$ cat src/rtl/expon_iter.sv
// expon_iter - iterative fixed-point exponential, y = exp(x) for x <= 0.
//
// The argument is first range-reduced by whole multiples of ln2, which become
// a final right shift of the result. The remainder, in (-ln2, 0], is then
// removed by multiplicative normalisation: for k = 1..ITER, if adding
// -ln(1-2^-k) keeps the remainder non-positive, the accumulator is multiplied
// by (1 - 2^-k) with a shift and subtract.
//
// Ports:
//   clk       rising-edge clock
//   rst_n     asynchronous active-low reset
//   start     request, sampled only while idle
//   x_in      signed argument, Q(W-FRAC).FRAC, captured on the accepted start
//   busy      high from the accepted start until done
//   done      one-cycle pulse when y is valid
//   y         unsigned result, Q(W-FRAC).FRAC, held until the next result
//   range_err x_in was positive; the result is then forced to 1.0
module expon_iter #(
  parameter int W     = 16,
  parameter int FRAC  = 12,
  parameter int ITER  = 12,
  parameter int GUARD = 2
) (
  input  logic                clk,
  input  logic                rst_n,
  input  logic                start,
  input  logic signed [W-1:0] x_in,
  output logic                busy,
  output logic                done,
  output logic        [W-1:0] y,
  output logic                range_err
);

  // Accumulator holds 1.0 with GUARD extra fractional bits below the output LSB.
  localparam int YW    = FRAC + GUARD + 1;
  // ROM entries are stored in Q0.16 and rounded half-up down to FRAC bits.
  localparam int SH    = 16 - FRAC;
  localparam int HALF  = (1 << SH) >> 1;
  // ln2 is the k=1 table entry, so it shares the same rounding.
  localparam int LN2_I = (45426 + HALF) >> SH;

  localparam logic signed [W-1:0] LN2     = W'(LN2_I);
  localparam logic signed [W-1:0] NEG_LN2 = W'(-LN2_I);
  localparam logic        [YW-1:0] ONE_ACC = {1'b1, {(FRAC + GUARD){1'b0}}};
  localparam logic        [4:0]    N_MAX   = 5'(FRAC + 1);
  localparam logic        [4:0]    K_LAST  = 5'(ITER);

  // -ln(1 - 2^-k) scaled to FRAC fractional bits.
  function automatic logic signed [W:0] lnTerm(input logic [4:0] k);
    int raw;
    case (k)
      5'd1:    raw = 45426;
      5'd2:    raw = 18854;
      5'd3:    raw = 8751;
      5'd4:    raw = 4230;
      5'd5:    raw = 2081;
      5'd6:    raw = 1032;
      5'd7:    raw = 514;
      5'd8:    raw = 257;
      5'd9:    raw = 128;
      5'd10:   raw = 64;
      5'd11:   raw = 32;
      5'd12:   raw = 16;
      5'd13:   raw = 8;
      5'd14:   raw = 4;
      5'd15:   raw = 2;
      5'd16:   raw = 1;
      default: raw = 0;
    endcase
    return (W + 1)'((raw + HALF) >> SH);
  endfunction

  typedef enum logic [2:0] {
    S_IDLE,
    S_RED,
    S_NORM,
    S_SHIFT,
    S_DONE
  } state_t;

  state_t                state_q;
  logic signed [W-1:0]   x_q;
  logic        [YW-1:0]  yAcc_q;
  logic        [4:0]     n_q;
  logic        [4:0]     k_q;
  logic                  busy_q;
  logic                  done_q;
  logic        [W-1:0]   y_q;
  logic                  rangeErr_q;

  logic signed [W:0]     diff_d;
  logic                  normTake_d;
  logic        [YW-1:0]  yAccShr_d;
  logic                  xPositive_d;

  // One extra bit on the trial sum so x + L[k] can never wrap. A factor is
  // taken only when the remainder would stay at or below zero.
  always_comb begin
    diff_d      = {x_q[W-1], x_q} + lnTerm(k_q);
    normTake_d  = diff_d[W] || (diff_d == '0);
    yAccShr_d   = yAcc_q >> k_q;
    xPositive_d = !x_in[W-1] && (x_in != '0);
  end

  // Controller and datapath in a single register block. Every output is a
  // register, so done and busy are glitch-free for the requester.
  always_ff @(posedge clk or negedge rst_n) begin
    if (!rst_n) begin
      state_q    <= S_IDLE;
      x_q        <= '0;
      yAcc_q     <= '0;
      n_q        <= '0;
      k_q        <= '0;
      busy_q     <= 1'b0;
      done_q     <= 1'b0;
      y_q        <= '0;
      rangeErr_q <= 1'b0;
    end else begin
      case (state_q)
        S_IDLE: begin
          if (start) begin
            // A positive argument is flagged and evaluated as exp(0).
            x_q        <= xPositive_d ? '0 : x_in;
            rangeErr_q <= xPositive_d;
            yAcc_q     <= ONE_ACC;
            n_q        <= '0;
            k_q        <= 5'd1;
            busy_q     <= 1'b1;
            state_q    <= S_RED;
          end
        end
        S_RED: begin
          if ((x_q <= NEG_LN2) && (n_q < N_MAX)) begin
            x_q <= x_q + LN2;
            n_q <= n_q + 5'd1;
          end else if (n_q == N_MAX) begin
            // The final shift would clear every bit, so skip straight to zero.
            y_q     <= '0;
            busy_q  <= 1'b0;
            done_q  <= 1'b1;
            state_q <= S_DONE;
          end else begin
            state_q <= S_NORM;
          end
        end
        S_NORM: begin
          if (normTake_d) begin
            x_q    <= diff_d[W-1:0];
            yAcc_q <= yAcc_q - yAccShr_d;
          end
          if (k_q == K_LAST) begin
            state_q <= S_SHIFT;
          end else begin
            k_q <= k_q + 5'd1;
          end
        end
        S_SHIFT: begin
          // Drop the guard bits, then apply 2^-n from the range reduction.
          y_q     <= W'((yAcc_q >> GUARD) >> n_q);
          busy_q  <= 1'b0;
          done_q  <= 1'b1;
          state_q <= S_DONE;
        end
        S_DONE: begin
          done_q  <= 1'b0;
          state_q <= S_IDLE;
        end
        default: begin
          busy_q  <= 1'b0;
          done_q  <= 1'b0;
          state_q <= S_IDLE;
        end
      endcase
    end
  end

  assign busy      = busy_q;
  assign done      = done_q;
  assign y         = y_q;
  assign range_err = rangeErr_q;

endmodule

$ cat config.mk
export PLATFORM = sky130hd
export DESIGN_NAME = expon_iter
export DESIGN_NICKNAME = d
export VERILOG_FILES = /design/src/rtl/expon_iter.sv
export SDC_FILE = /design/constraint.sdc
export NUM_CORES = 1
export LEC_CHECK = 0
export CAP_MARGIN = 20
export CORE_ASPECT_RATIO = 2
export CORE_MARGIN = 3
export CORE_UTILIZATION = 45
export DETAILED_ROUTE_END_ITERATION = 8
export GPL_TIMING_DRIVEN = 0
export HOLD_SLACK_MARGIN = 0.12
export MAX_ROUTING_LAYER = met4
export PLACE_DENSITY_LB_ADDON = 0.2
export SYNTH_ARGS = -nofsm -noshare
export SYNTH_HDL_FRONTEND = slang
export SYNTH_SLANG_ARGS = --single-unit
$ cat constraint.sdc
create_clock -name clk -period 6 [get_ports clk]
set_clock_uncertainty 0.05 [all_clocks]
set_input_delay 0.9 -clock clk [delete_from_list [all_inputs] [get_ports clk]]
set_output_delay 0.9 -clock clk [all_outputs]
set_load 0.02 [all_outputs]
# Yosys cells after proc, flatten, opt, wreduce, memory -nomap -nowiden
# Memory sizes are Yosys's and may differ from the RTL's.
# Cells that the tools add are included.
word_totals:
  reg_bits: 63
  latchBits: 0
  mem_bits_rw: 0
  mem_bits_ro: 512
  in_bits: 19
  wordCells: 86
  mem_count: 1
classes:
  add_sub_neg: 6
  n_mul: 0
  div_mod_pow: 0
  n_lt_le_gt_ge: 2
  n_eq_ne: 13
  shift: 2
  mux: 29
  bitwise: 2
  reduce_logical: 22
memory_table:
  columns: ["memory", "depth", "width", "rd", "rd_clocked_by_memory_dff", "write_ports", "line_no", "source"]
  rows:
  - ["(name not given)", 32, 16, 1, 0, 0, "51", "case (k)"]
op_table:
  columns: ["operator", "count"]
  rows:
  - ["16-bit 2-to-1 mux", 6]
  - ["16-bit one-hot mux with 3 select lines", 1]
  - ["16-bit one-hot mux with 2 select lines", 1]
  - ["15-bit 2-to-1 mux", 2]
  - ["15-bit one-hot mux with 2 select lines", 1]
  - ["21-bit by 5-bit adder with 21-bit output (second input constant)", 1]
  - ["5-bit 2-to-1 mux", 4]
  - ["5-bit one-hot mux with 2 select lines", 2]
  - ["3-bit AND reduction", 6]
  - ["17-bit adder", 1]
  - ["17-bit logical NOT", 1]
  - ["16-bit by 13-bit adder with 16-bit output (second input constant)", 1]
  - ["16-bit by 13-bit less-or-equal comparator with 1-bit output (second input constant)", 1]
  - ["16-bit nonzero test", 1]
  - ["13-bit by 5-bit >> shifter with 16-bit output", 1]
  - ["15-bit by 5-bit >> shifter with 15-bit output", 1]
  - ["15-bit subtractor", 1]
  - ["2-bit inequality test (second input constant)", 7]
  - ["3-bit 2-to-1 mux", 4]
  - ["3-bit one-hot mux with 4 select lines", 1]
  - ["5-bit by 1-bit adder with 5-bit output (second input constant)", 2]
  - ["5-bit by 4-bit equality test with 1-bit output (second input constant)", 2]
  - ["4-bit AND reduction", 2]
  - ["3-bit by 2-bit equality test with 1-bit output (second input constant)", 2]
  - ["14 further kinds", 24]

# Depth between registers and ports, before layout
# An unclocked memory read counts as a cell.
logic_depth:
  ltp_word: 7
  ltp_mapped: 23
  mapped_depth_nobuf: 20

# Least setup slack after synthesis
# Ideal clock, no wire load.
synth_timing:
  path_kind: "register to register"
  start: "register k_q[0]"
  end: "register x_q[10]"
  setup_ns: 0.125
  arrival_ns: 5.420
  slack_ns: 0.405
  stages_incl_launch_ff: 22
  n_path_buf: 3
  period_less_slack_ns: 5.595
  cell_sequence: "dfrtp_1 > clkbuf_1 > buf_1 > inv_1 > ha_1 > mux2_2 > a22oi_1 > nor2_1 > ha_1 > xor2_1 > inv_1 > fa_1 > and2b_1 > o211ai_2 > nor4b_1 > a2111oi_0 > nand4b_1 > or4b_4 > o2bb2ai_4 > nor2_2 > buf_6 > mux2_4"
synth_between:
  elab_chain_cells: 7
  elab_cells_between_ends: 9
  cone_classes: "add/sub (2); eq/ne (1); mux (2); reduce/logical (3); memory (1)"
synth_rtl:
  columns: ["element", "line_no", "source"]
  rows:
  - ["start, declared", "85", "logic [4:0] k_q;"]
  - ["start signal, assigned", "154", "k_q <= k_q + 5'd1;"]
  - ["memory read 32 x 16 bit (*)", null, null]
  - ["21-bit by 5-bit adder with 21-bit output (*)", "70", "return (W + 1)'((raw + HALF) >> SH);"]
  - ["17-bit adder (*)", "99", "diff_d = {x_q[W-1], x_q} + lnTerm(k_q);"]
  - ["17-bit logical NOT", "100", "normTake_d = diff_d[W] || (diff_d == '0);"]
  - ["1-bit logical OR", "100", null]
  - ["2-bit inequality test (no line)", null, null]
  - ["4-bit AND reduction (no line)", null, null]
  - ["end signal, assigned", "123", "x_q <= xPositive_d ? '0 : x_in;"]
  - ["end signal, assigned", "134", "x_q <= x_q + LN2;"]
  - ["end signal, assigned", "148", "x_q <= diff_d[W-1:0];"]
  - ["end, declared", "82", "logic signed [W-1:0] x_q;"]
# Every way passes the cells marked *; elsewhere a longest branch is shown, timed or not. The select of a mux whose other input is x is not followed.
# A chain may end at the register's enable or synchronous reset.

# Worst setup path after layout
layout_timing:
  start: "register k_q[0]"
  end: "register x_q[8]"
# The elaborated chain is that of the path after synthesis.

==> metrics <==
area growth from synthesis to final layout=16.55%; effective utilization at floorplan=between 40% and 50%; Worst slew margin=45.59%; number of input and output port buffers inserted=34; area of the die=14,280 sq um; share of the synthesized area in the top cell type=a little over a quarter; chip height=166.0 microns; HPWL after detailed placement=14,280 microns; Hold Crit Class=flip-flop to flip-flop; core occupancy in the finished layout=54.42%; required time reported for the critical path endpoint=6.17 ns; dominant cell by count in the synthesized netlist=sky130_fd_sc_hd__nand2_1; final standard cell area without fillers=6714 sq um; fraction of the cycle the final worst path needs=95.06%; CTS Root Buffer Type=sky130_fd_sc_hd__clkbuf_16; Overall Power=4.592 mW; mean number of vias per cell=6.212; ANT nets after route=0; arrival time worst endpoint=5.88 ns; Antenna diodes=0; EDFF count, synth=0; Final Hold Violating Endpoints=0; number of antenna violations at the first check in global routing=0; initial drt markers=approximately 220; Worst Setup Start Kind=flip-flop; highest attainable clock frequency=175.3 MHz; setup repair after global routing missed its margin=no; logic depth of the worst register-to-register path=23; worst-path fanout max=10; proportion of register bits with asynchronous set or reset after synthesis=100.0%; ranking of synthesized cells by instance count=sky130_fd_sc_hd__nand2_1, sky130_fd_sc_hd__nor2_1, sky130_fd_sc_hd__dfrtp_1; dominant cell type by count on the critical path=sky130_fd_sc_hd__nor2_1; Final Max Slew Viols=0; warnings from Yosys=0; cell-by-cell trace of the critical path=buf_2, buf_4, inv_1, ha_2, mux2_2, a22oi_1, nor2_1, nand3_1, or3b_2, nor2_1, a21oi_1, nor2_1, ha_1, a2111oi_4, o21ai_2, nand3_1, or4b_1, a211oi_1, or4b_4, o2bb2ai_4, nor2_2, buf_6, mux2_4; CTS HTree Levels=3; clock transition time at the flip-flop clock pins of the worst setup and hold paths=0.06 ns; overall overflow remaining after global route=0; maximum clock path buffer count=2; average footprint of a synthesized cell=8.102 sq um; leakage power=2.873 nW; GR Util All Layers=26.99%; count of final setup violators=0; clock tree from TritonCTS=built; post-detailed-route wirelength per cell=20.06 microns; die width=86.01 microns; sequential-to-total area share from yosys stat=about a quarter; Crit. End Element=flip-flop; post-detailed-route DRC marker count=0; worst setup timing slack at the placement stage=-0.8531 ns; cell with the largest stage delay on the worst path=sky130_fd_sc_hd__or3b_2; vias in the first global route=5,964; total number of clock tree sinks=60; total number of nets in the final design=825; pin count of the biggest net entering global routing=between 60 and 70; outcome=completed; most area-consuming cells after synthesis=sky130_fd_sc_hd__dfrtp_1, sky130_fd_sc_hd__ha_1, sky130_fd_sc_hd__mux2i_1, sky130_fd_sc_hd__nand2_1, sky130_fd_sc_hd__nor2_1; start-to-end type of the worst setup path=flip-flop to flip-flop; Placement Rows=57; Top FF cell, synth=sky130_fd_sc_hd__dfrtp_1; Synth cell types=73; setup ws final=0.2961 ns; number of instances on the worst hold path=1; DR pass1 iterations=5; post-synthesis cell type with the largest combined area=sky130_fd_sc_hd__dfrtp_1; maximum ir drop on the vdd rail=approximately 370 uV; standard cell area after detailed placement=6307 sq um; clock latency at the later pin of the worst-skew pair=0.34 ns; netlist area before placement=5761 sq um; first-pass GRT wire length=29,550 microns; post-synthesis sequential element count=60; number of buffers created by CTS=9; synthesized instance count=711; slew at the pin closest to its max-slew limit=0.8075 ns; clock period minus worst slack=approximately 5.7 ns; max cap viols=0; critical path's largest stage delay=approximately 0.51 ns; Vias=5,709; number of placed I/O pins=38; area of the core=12,340 sq um; placer's final routability congestion estimate=~0.9; power density over cell area=683.9 nW/um^2; total routed wirelength=18,430 microns; share of cells above drive strength 1=9.845%
==> per-layer routing <==
metal | up-vias | GRT usage, % | routed length [microns]
met2 | 179 | 50.39 | 10370
met4 | 0 | 15.58 | 1081
met5 | - | - | 0
met1 | 2743 | 25.03 | 6423
li1 | 2714 | - | -
met3 | 73 | 3.774 | 556
==> flip-flops by register name, indices dropped and copies added, names as in the netlist <==
signal and count:
yAcc_q 15, k_q 5, done 1, state_q 3
y 13, n_q 5, busy 1, x_q 16
range_err 1
==> stage by stage <==
step	TNS (ns)	hold WS [ns]	std cells
after floorplan	0	0.4500	714
after global placement	-17.34	0.4489	895
after detailed placement	-21.49	0.4451	896
after CTS	0	0.4594	917
after global routing	0	0.4732	919
final	0	0.4539	919
==> report_power, final <==
part,internal (mW),switching (mW),total (mW)
clock network,0.324,0.218,0.541
logic,1.41,1.89,3.30
registers,0.559,0.188,0.747
==> critical path, delay by kind of cell, from the launching register on <==
kind / cells / cell delay [ns]
multiplexers: 2 / 0.48
flip-flops: 1 / 0.41
AND/OR/NAND/NOR: 9 / 2.22
AO/OA/AOI/OAI: 6 / 1.06
buffers and inverters: 4 / 0.79
adder cells (fa/ha/maj): 2 / 0.56
==> final cells by class <==
type / instances / area (sq um)
inverters: 29 / 112.6
plain buffers: 38 / 172.7
multi-input cells: 586 / 4039
well taps: 147 / 183.9
repair buffers: 43 / 405.4
clock buffers: 9 / 225.2
clock inverters: 7 / 73.82
flip-flops and latches: 60 / 1501
fillers: 1175 / 5624
==> what timing repair did <==
action,in CTS,in global routing
setup buffers,6,2
setup endpoints to repair,31,31
hold buffers,0,0
resized for setup,6,15
pin swaps,1,1
hold endpoints to repair,0,0
==> logic make-up after synthesis <==
family / count (synthesis) / synth area share, %
simple gates: 261 / 21.87
compound gates: 197 / 23.22
buf+inv: 68 / 4.778
flops: 60 / 26.06
mux: 52 / 10.25
fa+ha+maj: 39 / 8.731
xor+xnor: 33 / 5.017
other cells: 1 / 0.06510
==> path summary, 6_finish.rpt <==
check | from | end | slack [ns]
hold / removal | y[0] | y[0] | 0.45
setup reg to reg | k_q[0] | x_q[8] | 0.30
max in group asynchronous | rst_n | yAcc_q[4] | 4.75
setup / recovery | k_q[0] | x_q[8] | 0.30
min in group asynchronous | rst_n | y[9] | 0.60
hold reg to reg | y[0] | y[0] | 0.45
==> cells in the final DEF, fill, tap and decap left out, types with 11 or more instances in the layout <==
cell                               n
sky130_fd_sc_hd__buf_4            14
sky130_fd_sc_hd__clkdlybuf4s50_1  33
sky130_fd_sc_hd__o22ai_1          11
sky130_fd_sc_hd__mux2i_1          32
sky130_fd_sc_hd__ha_1             36
sky130_fd_sc_hd__xor2_1           12
sky130_fd_sc_hd__clkbuf_1         27
sky130_fd_sc_hd__nand3_1          18
sky130_fd_sc_hd__nor2_1           65
sky130_fd_sc_hd__nor3_1           20
sky130_fd_sc_hd__inv_1            27
sky130_fd_sc_hd__nand2_1          79
sky130_fd_sc_hd__a211oi_1         16
sky130_fd_sc_hd__o21ai_0          42
sky130_fd_sc_hd__a21oi_1          44
sky130_fd_sc_hd__dfrtp_1          60
sky130_fd_sc_hd__nand2b_1         15
sky130_fd_sc_hd__mux2_2           14
sky130_fd_sc_hd__xnor2_1          21
Power figures use the tool's default switching activity.
